`src/rtl/game_sequencer.sv`:
```
// Frame-paced game model for the dino OLED game: button conditioning, jump
// trajectory, obstacle scroll, score/speed ramp and collision detection.
module game_sequencer #(
  parameter int unsigned DEBOUNCE_CYCLES = 270000,
  parameter int unsigned DINO_X          = 8,
  parameter int unsigned OBST_H          = 8,
  parameter int unsigned JUMP_V          = 7,
  parameter int unsigned SPEED_MAX       = 4,
  parameter int unsigned GO_LOCKOUT      = 32
) (
  input  logic       clk,
  input  logic       rst_n,
  input  logic       btn1,
  input  logic [7:0] frame_number,
  output logic [1:0] game_state,
  output logic [6:0] obstacle_x,
  output logic [4:0] jump_height,
  output logic [9:0] score,
  output logic [2:0] speed,
  output logic       collision
);

  localparam int unsigned DB_W   = (DEBOUNCE_CYCLES < 2) ? 1 : $clog2(DEBOUNCE_CYCLES + 1);
  localparam int unsigned LOCK_W = (GO_LOCKOUT < 2) ? 1 : $clog2(GO_LOCKOUT + 1);
  localparam logic [6:0]  X_RELOAD  = 7'd127;
  localparam logic [9:0]  SCORE_MAX = 10'd999;
  localparam logic [6:0]  DINO_LO   = 7'(DINO_X);
  localparam logic [6:0]  DINO_HI   = 7'(DINO_X + 7);

  typedef enum logic [1:0] {
    S_IDLE = 2'd0,
    S_RUN  = 2'd1,
    S_OVER = 2'd2
  } state_e;

  logic              btn_meta_q, btn_sync_q;
  logic [DB_W-1:0]   db_cnt_q, db_cnt_d;
  logic              db_level_q, db_level_d;
  logic              db_level_prev_q;
  logic              press_q, press_d;
  logic [7:0]        frame_q;
  logic              tick_q, tick_d;

  state_e            state_q, state_d;
  logic [6:0]        obst_x_q, obst_x_d;
  logic [4:0]        height_q, height_d;
  logic [4:0]        vel_q, vel_d;
  logic [9:0]        score_q, score_d;
  logic [2:0]        speed_q, speed_d;
  logic              collision_q, collision_d;
  logic [LOCK_W-1:0] lockout_q, lockout_d;
  logic              jump_req_q, jump_req_d;

  logic              grounded_c;
  logic              req_c;
  logic              start_run_c;
  logic signed [6:0] h_sum_c;
  logic [9:0]        score_inc_c;

  // Debounce: count consecutive cycles the synced input disagrees with the level
  always_comb begin
    db_cnt_d   = db_cnt_q;
    db_level_d = db_level_q;
    if (btn_sync_q != db_level_q) begin
      if (db_cnt_q == DB_W'(DEBOUNCE_CYCLES - 1)) begin
        db_level_d = btn_sync_q;
        db_cnt_d   = '0;
      end else begin
        db_cnt_d = db_cnt_q + DB_W'(1);
      end
    end else begin
      db_cnt_d = '0;
    end
    press_d = db_level_prev_q & ~db_level_q;
    tick_d  = (frame_number != frame_q);
  end

  // Game FSM and datapath
  always_comb begin
    state_d     = state_q;
    obst_x_d    = obst_x_q;
    height_d    = height_q;
    vel_d       = vel_q;
    score_d     = score_q;
    speed_d     = speed_q;
    collision_d = 1'b0;
    lockout_d   = lockout_q;
    jump_req_d  = jump_req_q;
    start_run_c = 1'b0;
    grounded_c  = (height_q == 5'd0);
    req_c       = jump_req_q | (press_q & grounded_c);
    h_sum_c     = $signed({2'b00, height_q}) + $signed({{2{vel_q[4]}}, vel_q});
    score_inc_c = (score_q == SCORE_MAX) ? score_q : score_q + 10'd1;

    case (state_q)
      S_IDLE: begin
        if (press_q) start_run_c = 1'b1;
      end
      S_RUN: begin
        jump_req_d = req_c;
        if (tick_q) begin
          jump_req_d = 1'b0;
          if (grounded_c && req_c) begin
            vel_d    = 5'(JUMP_V - 1);
            height_d = 5'(JUMP_V);
          end else if (!grounded_c) begin
            if (h_sum_c <= 7'sd0) begin
              height_d = 5'd0;
              vel_d    = 5'd0;
            end else begin
              height_d = 5'(h_sum_c);
              vel_d    = vel_q - 5'd1;
            end
          end
          if (obst_x_q < 7'(speed_q)) begin
            obst_x_d = X_RELOAD;
            score_d  = score_inc_c;
            if ((score_inc_c[2:0] == 3'd0) && (score_inc_c != 10'd0) &&
                (speed_q < 3'(SPEED_MAX)))
              speed_d = speed_q + 3'd1;
          end else begin
            obst_x_d = obst_x_q - 7'(speed_q);
          end
          // Collision is judged on the positions just computed for this frame
          if ((obst_x_d >= DINO_LO) && (obst_x_d <= DINO_HI) &&
              ({1'b0, height_d} < 6'(OBST_H))) begin
            state_d     = S_OVER;
            collision_d = 1'b1;
            lockout_d   = LOCK_W'(GO_LOCKOUT);
            jump_req_d  = 1'b0;
          end
        end
      end
      S_OVER: begin
        if (tick_q && (lockout_q != '0)) lockout_d = lockout_q - LOCK_W'(1);
        if (press_q && (lockout_q == '0)) start_run_c = 1'b1;
      end
      default: state_d = S_IDLE;
    endcase

    if (start_run_c) begin
      state_d    = S_RUN;
      obst_x_d   = X_RELOAD;
      height_d   = 5'd0;
      vel_d      = 5'd0;
      score_d    = 10'd0;
      speed_d    = 3'd1;
      jump_req_d = 1'b0;
    end
  end

  always_ff @(posedge clk) begin
    if (!rst_n) begin
      btn_meta_q      <= 1'b1;
      btn_sync_q      <= 1'b1;
      db_cnt_q        <= '0;
      db_level_q      <= 1'b1;
      db_level_prev_q <= 1'b1;
      press_q         <= 1'b0;
      frame_q         <= 8'd0;
      tick_q          <= 1'b0;
      state_q         <= S_IDLE;
      obst_x_q        <= X_RELOAD;
      height_q        <= 5'd0;
      vel_q           <= 5'd0;
      score_q         <= 10'd0;
      speed_q         <= 3'd1;
      collision_q     <= 1'b0;
      lockout_q       <= '0;
      jump_req_q      <= 1'b0;
    end else begin
      btn_meta_q      <= btn1;
      btn_sync_q      <= btn_meta_q;
      db_cnt_q        <= db_cnt_d;
      db_level_q      <= db_level_d;
      db_level_prev_q <= db_level_q;
      press_q         <= press_d;
      frame_q         <= frame_number;
      tick_q          <= tick_d;
      state_q         <= state_d;
      obst_x_q        <= obst_x_d;
      height_q        <= height_d;
      vel_q           <= vel_d;
      score_q         <= score_d;
      speed_q         <= speed_d;
      collision_q     <= collision_d;
      lockout_q       <= lockout_d;
      jump_req_q      <= jump_req_d;
    end
  end

  assign game_state  = state_q;
  assign obstacle_x  = obst_x_q;
  assign jump_height = height_q;
  assign score       = score_q;
  assign speed       = speed_q;
  assign collision   = collision_q;

endmodule

```
`config.mk`:
```
export PLATFORM = sky130hd
export DESIGN_NAME = game_sequencer
export DESIGN_NICKNAME = d
export VERILOG_FILES = /design/src/rtl/game_sequencer.sv
export SDC_FILE = /design/constraint.sdc
export NUM_CORES = 1
export LEC_CHECK = 0
export BUFFER_PORTS_ARGS = -buffer_cell sky130_fd_sc_hd__buf_4
export CAP_MARGIN = 15
export CORE_AREA = 4 4 111 113
export CTS_CLUSTER_SIZE = 40
export DETAILED_ROUTE_END_ITERATION = 10
export DIE_AREA = 0 0 115 117
export PLACE_DENSITY = 0.55
export REMOVE_ABC_BUFFERS = 1
export SYNTH_ARGS = -nofsm -noshare
export SYNTH_HDL_FRONTEND = slang
export SYNTH_SLANG_ARGS = --single-unit
```
`constraint.sdc`:
```
create_clock -name clk -period 3.2 [get_ports clk]
set_clock_uncertainty 0.05 [all_clocks]
set_input_delay 0.64 -clock clk [delete_from_list [all_inputs] [get_ports clk]]
set_output_delay 0.64 -clock clk [all_outputs]
set_load 0.005 [all_outputs]
```
# Yosys cells after proc, flatten, opt, wreduce, memory -nomap -nowiden
# Index checks and enable logic that the tools add are counted.
dict set report classes {
  reduce_logical 26
  magnitude_cmp 6
  bitwise_logic 7
  n_mux 25
  n_eq_ne 13
  add_sub_neg 7
}
# operator count
set ops {}
lappend ops {{5-bit 2-to-1 mux} 8}
lappend ops {{7-bit 2-to-1 mux} 3}
lappend ops {{19-bit by 1-bit adder with 19-bit output, second input constant} 1}
lappend ops {{19-bit == test, second input constant} 1}
lappend ops {{6-bit 2-to-1 mux} 3}
lappend ops {{3-bit AND reduction} 5}
lappend ops {{6-bit case mux with 2 select lines} 1}
lappend ops {{10-bit by 1-bit adder with 10-bit output, second input constant} 1}
lappend ops {{10-bit == test, second input constant} 1}
lappend ops {{10-bit 2-to-1 mux} 1}
lappend ops {{10-bit nonzero test} 1}
lappend ops {{8-bit inequality test} 1}
lappend ops {{4-bit AND reduction} 2}
lappend ops {{6-bit by 5-bit adder with 7-bit output} 1}
lappend ops {{7-bit by 4-bit greater-or-equal comparator with 1-bit output, second input constant} 1}
lappend ops {{7-bit by 1-bit less-or-equal comparator with 1-bit output, second input constant} 1}
lappend ops {{7-bit by 4-bit less-or-equal comparator with 1-bit output, second input constant} 1}
lappend ops {{1-bit logical AND} 7}
lappend ops {{7-bit by 3-bit less-than comparator with 1-bit output} 1}
lappend ops {{7-bit by 3-bit subtractor with 7-bit output} 1}
lappend ops {{6-bit zero test} 1}
lappend ops {{2-bit inequality test, second input constant} 3}
lappend ops {{3-bit inequality test, second input constant} 2}
lappend ops {{6-bit nonzero test} 1}
lappend ops {{other kinds (23)} 35}
dict set report totals {
  word_cells 102
  in_bits 11
  out_inout_bits 28
  regBits 73
}

# Longest topological paths before layout
# Gate-level depths: netlist of run 1.
dict set report logic_depth {
  depth_word 13
  depth_mapped 11
  depth_no_buf 10
}

# Least setup slack after synthesis of run 1
# No wires, ideal clock.
dict set report synth_timing {
  path_kind {register -> register}
  from {register vel_q[0]}
  to {register lockout_q[1]}
  period_less_slack_ns 2.531
  setup_slack_ns 0.669
  n_path_buf 1
  required_ns 3.034
  t_arrival_ns 2.366
  stages_incl_launch_ff 11
  cell_sequence {dfxtp_1 > ha_1 > inv_1 > fa_1 > nand2b_1 > a21oi_1 > xor2_1 > a221oi_1 > or4_1 > buf_2 > and3_1}
}
dict set report synth_between {
  elab_chain_len 11
}
# item line_no
set synth_lines {}
lappend synth_lines {{start: declaration} 47} ;# logic [4:0] vel_q, vel_d;
lappend synth_lines {{start signal: assignment} 183} ;# vel_q <= vel_d;
lappend synth_lines {{6-bit by 5-bit adder with 7-bit output *} 92} ;# h_sum_c = $signed({2'b00, height_q}) + $signed({{2{vel_q[4]}}, vel_q});
lappend synth_lines {{7-bit by 1-bit less-or-equal comparator with 1-bit output} 107} ;# if (h_sum_c <= 7'sd0) begin
lappend synth_lines {{5-bit 2-to-1 mux *} 107}
lappend synth_lines {{5-bit 2-to-1 mux *} 106} ;# end else if (!grounded_c) begin
lappend synth_lines {{5-bit 2-to-1 mux *} 103} ;# if (grounded_c && req_c) begin
lappend synth_lines {{5-bit 2-to-1 mux *} 101} ;# if (tick_q) begin
lappend synth_lines {{5-bit 2-to-1 mux *} 95} ;# case (state_q)
lappend synth_lines {{5-bit by 4-bit less-than comparator with 1-bit output *} 126} ;# ({1'b0, height_d} < 6'(OBST_H))) begin
lappend synth_lines {{1-bit logical AND *} 125} ;# if ((obst_x_d >= DINO_LO) && (obst_x_d <= DINO_HI) &&
lappend synth_lines {{2-bit inequality test (no line) *} --}
lappend synth_lines {{4-bit AND reduction (no line) *} --}
lappend synth_lines {{end signal: assignment} 187} ;# lockout_q <= lockout_d;
lappend synth_lines {{end: declaration} 51} ;# logic [LOCK_W-1:0] lockout_q, lockout_d;
# Mark *: on every way between the ends. The rest lies on a longest branch, timed or not. The select of a mux whose other input is x is not followed.
# A chain may end at the register's enable or synchronous reset.

# Worst setup path in the final report of run 1
# Ends and elaborated chain as after synthesis.

==> results of run 1 <==
==> metal layers <==
layer  wire [um]  vias up  share of wire, %  global-route usage, %
met5           0        -                 0                      0
met4          51        0              0.64                   5.56
met3         351        5               4.4                   3.75
met2        3850       44                48                   20.7
met1        3750     1465                47                   15.5
li1            -     1586                 -                      -
==> metrics by stage <==
| step | instances | instance area, um^2 | power, W | hold slack (ns) | util (%) |
|---|---|---|---|---|---|
| 6_report | 616 | 4470 | 0.00212 | 0.360 | 39.5 |
| 5_1_grt | 616 | 4470 | 0.00220 | 0.397 | 39.5 |
| 4_1_cts | 616 | 4470 | 0.00215 | 0.363 | 39.5 |
| 3_5_place_dp | 600 | 4120 | 0.000981 | 0.351 | 36.4 |
| 3_3_place_gp | 600 | 4120 | 0.000980 | 0.338 | 36.4 |
| 2_1_floorplan | 417 | 3640 | 0.000959 | 0.336 | - |
==> final timing paths <==
kind,endpoint,slack [ns],cells after the start
worst max-delay path,lockout_q[1],0.38,9
worst min register to register,btn_sync_q,0.36,1
worst min-delay path,btn_sync_q,0.36,1
worst max register to register,lockout_q[1],0.38,9
==> synthesized netlist by cell type (2+ instances only) <==
library cell	n
nand4_1	8
and4_1	2
dfxtp_1	73
a31oi_1	3
nor3_1	12
xnor2_1	15
nand2b_1	8
o21ai_0	16
clkbuf_1	6
o211ai_1	5
a21oi_1	18
mux2i_1	4
nand2_1	31
a211oi_1	3
buf_2	5
inv_1	22
and2_1	9
or4_1	5
o21a_1	3
o22ai_1	2
fa_1	2
o211a_1	2
nor3b_1	4
nand3b_1	2
a311oi_1	3
xor2_1	28
o31a_1	2
ha_1	15
nor4_1	8
or3_1	6
nor2_1	53
nand3_1	17
nor2b_1	4
and3_1	9
==> flip-flops by register name (all words and copies together) (netlist names), 2 cells and up <==
signal	count
db_cnt_q	19
frame_q	8
game_state	2
jump_height	5
lockout_q	6
obstacle_x	7
score	10
speed	3
vel_q	5
==> cell type report <==
cell class                      count  area [um^2]  share of cell area, %
Timing Repair Buffer               40          300                   6.72
Sequential cell                    73         1460                   32.7
Tap cell                          143          179                   4.01
Clock buffer                       10          239                   5.35
Clock inverter                      6          105                   2.35
Multi-Input combinational cell    322         2100                   47.0
Inverter                           22         82.6                   1.85
==> power by group through the flow <==
stage	Sequential [W]	Clock [W]	Combinational, W
after floorplan	0.000940	0	0.0000193
final	0.000920	0.00116	0.0000401
after global routing	0.000921	0.00123	0.0000462
after CTS	0.000920	0.00119	0.0000410
after detailed placement	0.000941	0	0.0000409
after global placement	0.000940	0	0.0000404
==> critical path: stages, from the launching register on <==
cell and delay [ns]:
dfxtp_1 0.40, ha_1 0.19, inv_1 0.05, fa_1 0.41
nand2b_1 0.18, a21oi_1 0.28, or3_1 0.18, a221oi_1 0.09
or4_1 0.64, and3_1 0.23
==> placed cells by master (no fill, tap or decap), types with 3 or more instances in the layout <==
cell type	n
and3_1	9
and2_1	9
xor2_1	28
o21a_1	3
nand2_1	31
nand2b_1	8
inv_1	22
mux2i_1	4
nand4_1	8
a311oi_1	3
a31oi_1	3
clkbuf_16	9
buf_4	40
or4_1	5
nor4_1	8
clkinv_2	3
nor3b_1	4
dfxtp_1	73
bufinv_16	3
or3_1	6
a21oi_1	18
ha_1	15
xnor2_1	15
a211oi_1	3
nor2b_1	4
o21ai_0	16
nand3_1	17
nor2_1	53
nor3_1	12
o211ai_1	5
==> cell families after synthesis <==
kind of cell | after synthesis | share of synthesized area [%]
and+or+nand+nor | 187 | 26.5
DFF | 73 | 39.6
xor gates and xnor gates | 43 | 10.2
AOI/OAI and AO/OA | 71 | 12.9
adders and majority gates | 17 | 6.17
buffers and inverters | 33 | 3.53
muxes | 4 | 1.08
==> impl_metrics.env, run 1 <==
export IMPL_gp_congestion=0.807
export IMPL_setup_viol=0
export IMPL_initialDrtViolationCount=120
export IMPL_power_leakage_nw=1.73
export IMPL_vdd_ir_drop_max_mv=0.289
export IMPL_clockPowerShare_pct=54.6
export IMPL_status="complete, no violations"
export IMPL_place_ws_ns=0.422
export IMPL_hold_class="flip-flop to flip-flop"
export IMPL_switching_share_pct=19.0
export IMPL_wl_per_cell_um=13.0
export IMPL_cts_resized=0
export IMPL_grt_usage_pct=12.7
export IMPL_clock_latency_ns=0.33
export IMPL_setup_tns_ns=0
export IMPL_fp_coreArea_um2=11300
export IMPL_drive_gt1_share_pct=13.5
export IMPL_dr_pass1_iters=4
export IMPL_area_delta_synth_final_pct=21.0
export IMPL_rsz0062_at_grt="false"
export IMPL_critical_path_startpoint="vel_q[0]"
export IMPL_dp_hpwl_um=5840
export IMPL_drc=0
export IMPL_first_global_vias=2980
export IMPL_path_max_fanout=8
export IMPL_cts_sinks=73
export IMPL_path_clk_slew_ns=0.06
export IMPL_synth_cells=428
export IMPL_antenna_cells=0
export IMPL_slew_violations=0
export IMPL_max_slew_margin_pct=41.3
export IMPL_power_net_switching_w=0.000403
export IMPL_power_density_nw_per_um2=474
export IMPL_maxCapViolations=0
export IMPL_max_freq_ghz=0.355
export IMPL_crit_required_ns=3.37
export IMPL_die_w_um=115
export IMPL_portBuffers=38
export IMPL_routed_wl_um=8000
export IMPL_ys_types=57
export IMPL_ys_ff_latch=73
export IMPL_antenna_found_initial=0
export IMPL_finalHoldViolCount=0
export IMPL_grt_max_degree=20
export IMPL_synthArstFlopShare_pct=0
export IMPL_synth_top_area_share_pct=39.6
export IMPL_post_cts_buffers=0
export IMPL_r2r_start="vel_q[0]"
export IMPL_ios=39
export IMPL_ys_seq_area_share_pct=39.6
export IMPL_cts_tree="built"
export IMPL_intPower_w=0.00171
export IMPL_h_tree_depth=3
export IMPL_cts_root_buf="clkbuf_16"
export IMPL_synth_area_um2=3690
export IMPL_cts_buffers=9
export IMPL_die_h_um=117
export IMPL_final_setup_worst_slack_ns=0.381
export IMPL_period_minus_slack_ns=2.82
export IMPL_synth_main_ff_cell="dfxtp_1"
export IMPL_initial_core_util_pct=32.6
export IMPL_combPwrFrac_pct=1.9
export IMPL_rows=39
export IMPL_route_vias_total=3100
export IMPL_critical_path_class="flip-flop to flip-flop"
export IMPL_fillers=1163
export IMPL_start_kind="flip-flop"
export IMPL_final_antenna_net_count=0
export IMPL_yosys_warnings=0
export IMPL_critPathArrivalTime_ns=2.99
export IMPL_yosys_area_top_type="dfxtp_1"
export IMPL_fin_crit_sh_pct=88.1
export IMPL_synth_edf_count=0
export IMPL_cts_buffer_depth=2
export IMPL_avgSynthCellArea_um2=8.62
export IMPL_nets=496
export IMPL_grt_pass1_wl_um=13700
export IMPL_cp_end_kind="flip-flop"
export IMPL_die_area_um2=13500
export IMPL_seqPwrFrac_pct=43.5
export IMPL_gr_total_overflow=0
export IMPL_max_slew_worst_pin_slew_ns=0.872
export IMPL_min_from="btn_meta_q"
export IMPL_synth_area_leaders="dfxtp_1 (40%), xor2_1 (6.6%), nor2_1 (5.4%)"
export IMPL_avgViaCountPerCell=5.03
export IMPL_hold_buffers=0
Power figures use the tool's default switching activity.
==> run 2: changes to the inputs <==
ABC_AREA = 1   (was default)
CORE_AREA = 4 4 113 115   (was 4 4 111 113)
DIE_AREA = 0 0 117 119   (was 0 0 115 117)
clock period = 3 ns   (was 3.2 ns; I/O delays follow)
==> run 2 against run 1 <==
First-iteration DRC count up 17%. Sequential power grew 6.7%. Clock power fell by 13%. Total power shrank 3.9%. Global-route usage decreased by 0.050 points. Sequential cell count unchanged. Sequential share of layout area shrank 0.55 points.
==> impl_metrics.env, run 2 <==
export IMPL_slew_violations=0
export IMPL_grt_usage_pct=12.6
export IMPL_start_kind="flip-flop"
export IMPL_hold_buffers=0
export IMPL_portBuffers=38
export IMPL_r2r_end="lockout_q[5]"
export IMPL_status="complete, no violations"
export IMPL_r2r_start="speed[0]"
export IMPL_final_cell_mix="nand2_1 (100), inv_1 (73), dfxtp_1 (73)"
export IMPL_ios=39
export IMPL_routed_wl_um=8580
export IMPL_ys_ff_latch=73
export IMPL_path_clk_slew_ns=0.05
export IMPL_whs_ns=0.361
export IMPL_vdd_ir_drop_max_mv=0.277
export IMPL_fin_crit_sh_pct=80.9
export IMPL_cts_root_buf="clkbuf_16"
export IMPL_synth_area_leaders="dfxtp_1 (38%), nand2_1 (9.9%), inv_1 (7.2%)"
export IMPL_wl_per_cell_um=11.8
export IMPL_drc=0
export IMPL_die_area_um2=13900
export IMPL_maxCapViolations=0
export IMPL_rows=40
export IMPL_worst_r2r_setup_slack_ns=0.57
export IMPL_critPathArrivalTime_ns=2.64
export IMPL_power_density_nw_per_um2=448
export IMPL_dr_pass1_iters=4
export IMPL_yosys_area_top_type="dfxtp_1"
export IMPL_synth_area_um2=3800
export IMPL_critical_path_class="flip-flop to flip-flop"
export IMPL_synthArstFlopShare_pct=0
export IMPL_gr_usage_met2_pct=20.4
export IMPL_top_register="db_cnt_q"
export IMPL_critical_path_startpoint="speed[0]"
export IMPL_setup_worst_path_end="lockout_q[5]"
export IMPL_initial_core_util_pct=32.2
export IMPL_period_minus_slack_ns=2.43
export IMPL_cts_resized=0
export IMPL_setup_viol=0
export IMPL_cts_sinks=73
export IMPL_final_common_cell="nand2_1"
export IMPL_gr_total_overflow=0
export IMPL_avgViaCountPerCell=4.79
export IMPL_antenna_cells=0
export IMPL_yosys_warnings=0
export IMPL_met3_usage_pct=3.46
export IMPL_clock_latency_ns=0.33
export IMPL_grt_busiest_layer="met2"
export IMPL_ys_types=40
export IMPL_yosysMostFrequentCell="nand2_1"
export IMPL_avgSynthCellArea_um2=7.18
export IMPL_cts_buffer_depth=2
export IMPL_power_leakage_nw=2.05
export IMPL_final_antenna_net_count=0
export IMPL_fp_coreArea_um2=11800
export IMPL_gr_usage_met1_pct=15.7
export IMPL_hold_class="flip-flop to flip-flop"
export IMPL_max_slew_margin_pct=45.0
export IMPL_die_h_um=119
export IMPL_cp_end_kind="flip-flop"
export IMPL_area_delta_synth_final_pct=19.4
export IMPL_layout_cells_non_filler=725
export IMPL_die_w_um=117
export IMPL_synth_main_ff_cell="dfxtp_1"
export IMPL_r2r_cells=14
export IMPL_synth_common_cells="nand2_1 (100), dfxtp_1 (73), inv_1 (73)"
export IMPL_grt_pass1_wl_um=14200
export IMPL_stdcell_area_um2=4540
export IMPL_first_global_vias=3137
export IMPL_drive_gt1_share_pct=12.3
export IMPL_synth_edf_count=0
export IMPL_initialDrtViolationCount=140
export IMPL_fillers=1243
export IMPL_total_power_w=0.00203
export IMPL_cts_tree="built"
export IMPL_rsz0062_at_grt="false"
export IMPL_antenna_found_initial=0
export IMPL_place_area_um2=4260
export IMPL_largest_reg_flops=19
export IMPL_grt_max_degree=20
export IMPL_synth_cells=530
export IMPL_gp_congestion=0.833
export IMPL_h_tree_depth=3
export IMPL_route_vias_total=3470
export IMPL_path_max_fanout=7
export IMPL_ys_seq_area_share_pct=38.4
export IMPL_crit_required_ns=3.21
export IMPL_cts_buffers=9
export IMPL_post_cts_buffers=0
export IMPL_synth_top_area_share_pct=38.4
export IMPL_dp_cells=710
export IMPL_max_freq_ghz=0.412
export IMPL_finalHoldViolCount=0
export IMPL_setup_tns_ns=0
export IMPL_dp_hpwl_um=6360
export IMPL_max_slew_worst_pin_slew_ns=0.822
export IMPL_nets=602
[run 2: cell count changes after synthesis, moves of 9 or more]
cell / previous run / this run
a21oi_1: 18 / 42
nand2_1: 31 / 100
nand3_1: 17 / 44
and2_1: 9 / 0
inv_1: 22 / 73
xor2_1: 28 / 19
[run 2: critical path: stages, from the launching register on]
cell and delay (ns):
dfxtp_1 0.40, ha_1 0.19, inv_1 0.07, fa_1 0.44, nand2_1 0.13, nand4_1 0.11, nand2_1 0.08, nand3_1 0.10
nor2_1 0.10, nand2_1 0.07, nor2_2 0.14, nand2_1 0.08, nand2_2 0.14, nand3_1 0.10, a21oi_1 0.15
[run 2: cells by family (layout without fill, tap and decap cells)]
kind of cell,count (synthesis),after routing,share of synthesized area (%)
simple gates,253,253,30.0
buf+inv,83,131,8.32
xor+xnor,26,26,5.98
compound gates,78,78,11.3
fa+ha+maj,17,17,5.98
flops,73,73,38.4
[run 2: layer usage]
| metal | wire length [um] | vias up |
|---|---|---|
| met2 | 4010 | 56 |
| met4 | 150 | 0 |
| met1 | 4090 | 1584 |
| met3 | 328 | 11 |
| li1 | - | 1819 |
| met5 | 0 | - |
[run 2: how the worst min path moves through the flow]
stage / startpoint / end / cells past startpoint
final: db_level_prev_q / press_q / 2
after global routing: db_level_prev_q / press_q / 2
after CTS: db_level_prev_q / press_q / 2
after detailed placement: btn_meta_q / btn_sync_q / 1
after global placement: db_level_prev_q / press_q / 2
after floorplan: btn_meta_q / btn_sync_q / 1
[run 2: area by class of cell]
type	count	area [um^2]	share of cell area, %
multi-input combinational	374	2030	44.6
sequential	73	1460	32.2
timing repair buffer	41	308	6.77
inverter	75	282	6.20
clock buffer	12	267	5.87
tap	147	184	4.05
clock inverter	3	15.0	0.330
[run 2: power breakdown]
| part | switching, W | internal [W] | leakage [nW] |
|---|---|---|---|
| logic | 0.0000270 | 0.0000202 | 1.31 |
| registers | 0.00000362 | 0.000978 | 0.591 |
| clock network | 0.000388 | 0.000618 | 0.144 |
[run 2: per-stage QoR]
| step | util (%) | setup slack (ns) |
|---|---|---|
| 6_report | 38.5 | 0.574 |
| 2_1_floorplan | - | 0.653 |
| 3_5_place_dp | 36.1 | 0.611 |
| 5_1_grt | 38.5 | 0.361 |
| 3_3_place_gp | 36.1 | 0.681 |
| 4_1_cts | 38.5 | 0.586 |
==> run 3: changes to the inputs <==
ABC_AREA = 0   (was 1)
CORE_AREA = 4 4 111 113   (was 4 4 113 115)
DIE_AREA = 0 0 115 117   (was 0 0 117 119)
PLACE_DENSITY = 0.57   (was 0.55)
clock period = 2.1 ns   (was 3 ns; I/O delays follow)
==> run 3 against run 2 <==
The run now ends with negative setup slack left. Critical path type unchanged. Clock power up 71%. Critical endpoint is now lockout_q[0]. Critical path depth down 4. Hold slack worse by 0.14 ns.
==> impl_metrics.env, run 3 (synthesis results as in run 1) <==
export IMPL_cp_end_kind="flip-flop"
export IMPL_ios=39
export IMPL_critical_path_class="flip-flop to flip-flop"
export IMPL_cts_tree="built"
export IMPL_grt_pass1_wl_um=15800
export IMPL_rsz0062_at_grt="true"
export IMPL_antenna_cells=0
export IMPL_drive_gt1_share_pct=33.3
export IMPL_start_kind="flip-flop"
export IMPL_die_area_um2=13500
export IMPL_power_leakage_nw=2.13
export IMPL_gp_congestion=0.835
export IMPL_setup_viol=25
export IMPL_critPathArrivalTime_ns=2.56
export IMPL_cts_sinks=73
export IMPL_final_setup_worst_slack_ns=-0.281
export IMPL_crit_required_ns=2.28
export IMPL_avgViaCountPerCell=4.99
export IMPL_final_cell_mix="buf_4 (112), dfxtp_1 (67), nor2_1 (52)"
export IMPL_final_antenna_net_count=0
export IMPL_max_slew_margin_pct=61.1
export IMPL_die_h_um=117
export IMPL_cp_top_family="simple AND/OR/NAND/NOR gates"
export IMPL_maxCapViolations=0
export IMPL_nets=570
export IMPL_initial_core_util_pct=32.6
export IMPL_h_tree_depth=3
export IMPL_dp_hpwl_um=6490
export IMPL_finalHoldViolCount=0
export IMPL_max_slew_worst_pin_slew_ns=0.583
export IMPL_first_global_vias=3457
export IMPL_routed_wl_um=8940
export IMPL_power_density_nw_per_um2=612
export IMPL_final_common_cell="buf_4"
export IMPL_largest_reg_flops=19
export IMPL_total_power_w=0.00320
export IMPL_whs_ns=0.217
export IMPL_antenna_found_initial=0
export IMPL_cts_buffer_depth=2
export IMPL_rows=39
export IMPL_cp_common_cell="inv_2"
export IMPL_max_stage_delay_ns=0.49
export IMPL_grt_usage_pct=14.3
export IMPL_top_register="db_cnt_q"
export IMPL_cp_cell_sequence="inv_2 > ha_4 > inv_2 > fa_2 > a211o_1 > nor2_1 > a21oi_1 > o22a_1 > or4_4 > and3_4"
export IMPL_status="finished with violations"
export IMPL_slew_violations=0
export IMPL_clock_latency_ns=0.33
export IMPL_area_delta_synth_final_pct=41.5
export IMPL_violations="negative setup slack"
export IMPL_fin_util_pct=46.1
export IMPL_place_ws_ns=-0.588
export IMPL_die_w_um=115
export IMPL_dr_pass1_iters=4
export IMPL_place_area_um2=4610
export IMPL_hold_class="input port to flip-flop"
export IMPL_fp_coreArea_um2=11300
export IMPL_grt_max_degree=20
export IMPL_crit_path_top_delay_cell="or4_4"
export IMPL_initialDrtViolationCount=141
export IMPL_max_freq_ghz=0.420
export IMPL_path_max_fanout=8
export IMPL_vdd_ir_drop_max_mv=0.391
export IMPL_path_clk_slew_ns=0.07
export IMPL_period_minus_slack_ns=2.38
export IMPL_cts_buffers=9
export IMPL_gr_total_overflow=0
export IMPL_portBuffers=38
export IMPL_stdcell_area_um2=5220
export IMPL_worst_path_buf_inv=2
export IMPL_wl_per_cell_um=13.0
export IMPL_drc=0
export IMPL_route_vias_total=3444
export IMPL_fin_crit_sh_pct=113
export IMPL_cts_root_buf="clkbuf_16"
-- run 3: changes by cell type in the layout (fill, tap and decap cells not counted), moves of 7 or more --
cell	previous run	this run
a21oi_2	0	7
a21oi_1	42	10
nor2_1	60	52
inv_1	73	18
xnor2_1	7	15
nand2_1	100	31
and2_1	0	9
buf_4	41	112
xor2_1	19	26
nand3_1	44	17
nand2b_1	0	7
o21ai_0	21	13
-- run 3: worst register-to-register path: stages, from the launching register on --
cell and delay [ns]:
dfxtp_2 0.32, inv_2 0.06, ha_4 0.13, inv_2 0.03, fa_2 0.33, a211o_1 0.28, nor2_1 0.08, a21oi_1 0.07
o22a_1 0.22, or4_4 0.49, and3_4 0.21
-- run 3: where the power goes --
part | switching, W | internal [W] | total, W
clock | 0.000638 | 0.00109 | 0.00173
combinational | 0.0000339 | 0.0000306 | 0.0000645
sequential | 0.00000581 | 0.00140 | 0.00140
-- run 3: stage by stage --
stage | setup TNS, ns | instances
CTS | -5.23 | 685
global placement | -7.13 | 665
detailed placement | -8.96 | 665
finish | -3.85 | 690
global route | -6.87 | 690
floorplan | -4.87 | 417
-- run 3: area by class of cell --
class                   count  area [um^2]
fillers                  1081         6100
multi-input cells         322         2290
flip-flops and latches     73         1470
repair buffers            114          863
clock buffers              10          239
well taps                 143          179
clock inverters             6         97.6
inverters                  22         82.6
-- run 3: final timing paths --
| check | startpoint | to | slack, ns | cells after the start |
|---|---|---|---|---|
| worst max register to register | obstacle_x[0] | lockout_q[0] | -0.28 | 10 |
| worst min-delay path | btn1 | btn_meta_q | 0.22 | 2 |
| worst max-delay path | obstacle_x[0] | lockout_q[0] | -0.28 | 10 |
| worst min register to register | db_level_prev_q | press_q | 0.36 | 2 |
-- run 3: metal layers --
| layer | share of wire, % | GRT usage [%] | vias to the layer above | wire [um] |
|---|---|---|---|---|
| met5 | 0 | 0 | - | 0 |
| met4 | 1.8 | 4.30 | 0 | 160 |
| met3 | 4.0 | 3.86 | 14 | 362 |
| met2 | 49 | 24.8 | 51 | 4400 |
| met1 | 45 | 17.2 | 1644 | 4020 |
| li1 | - | - | 1735 | - |
-- run 3: timing repair --
action,4_1_cts,5_1_grt
resized for setup,46,8
endpoints found under the setup margin,27,31
setup buffers,5,5
hold buffers,0,0
pin swaps,18,16
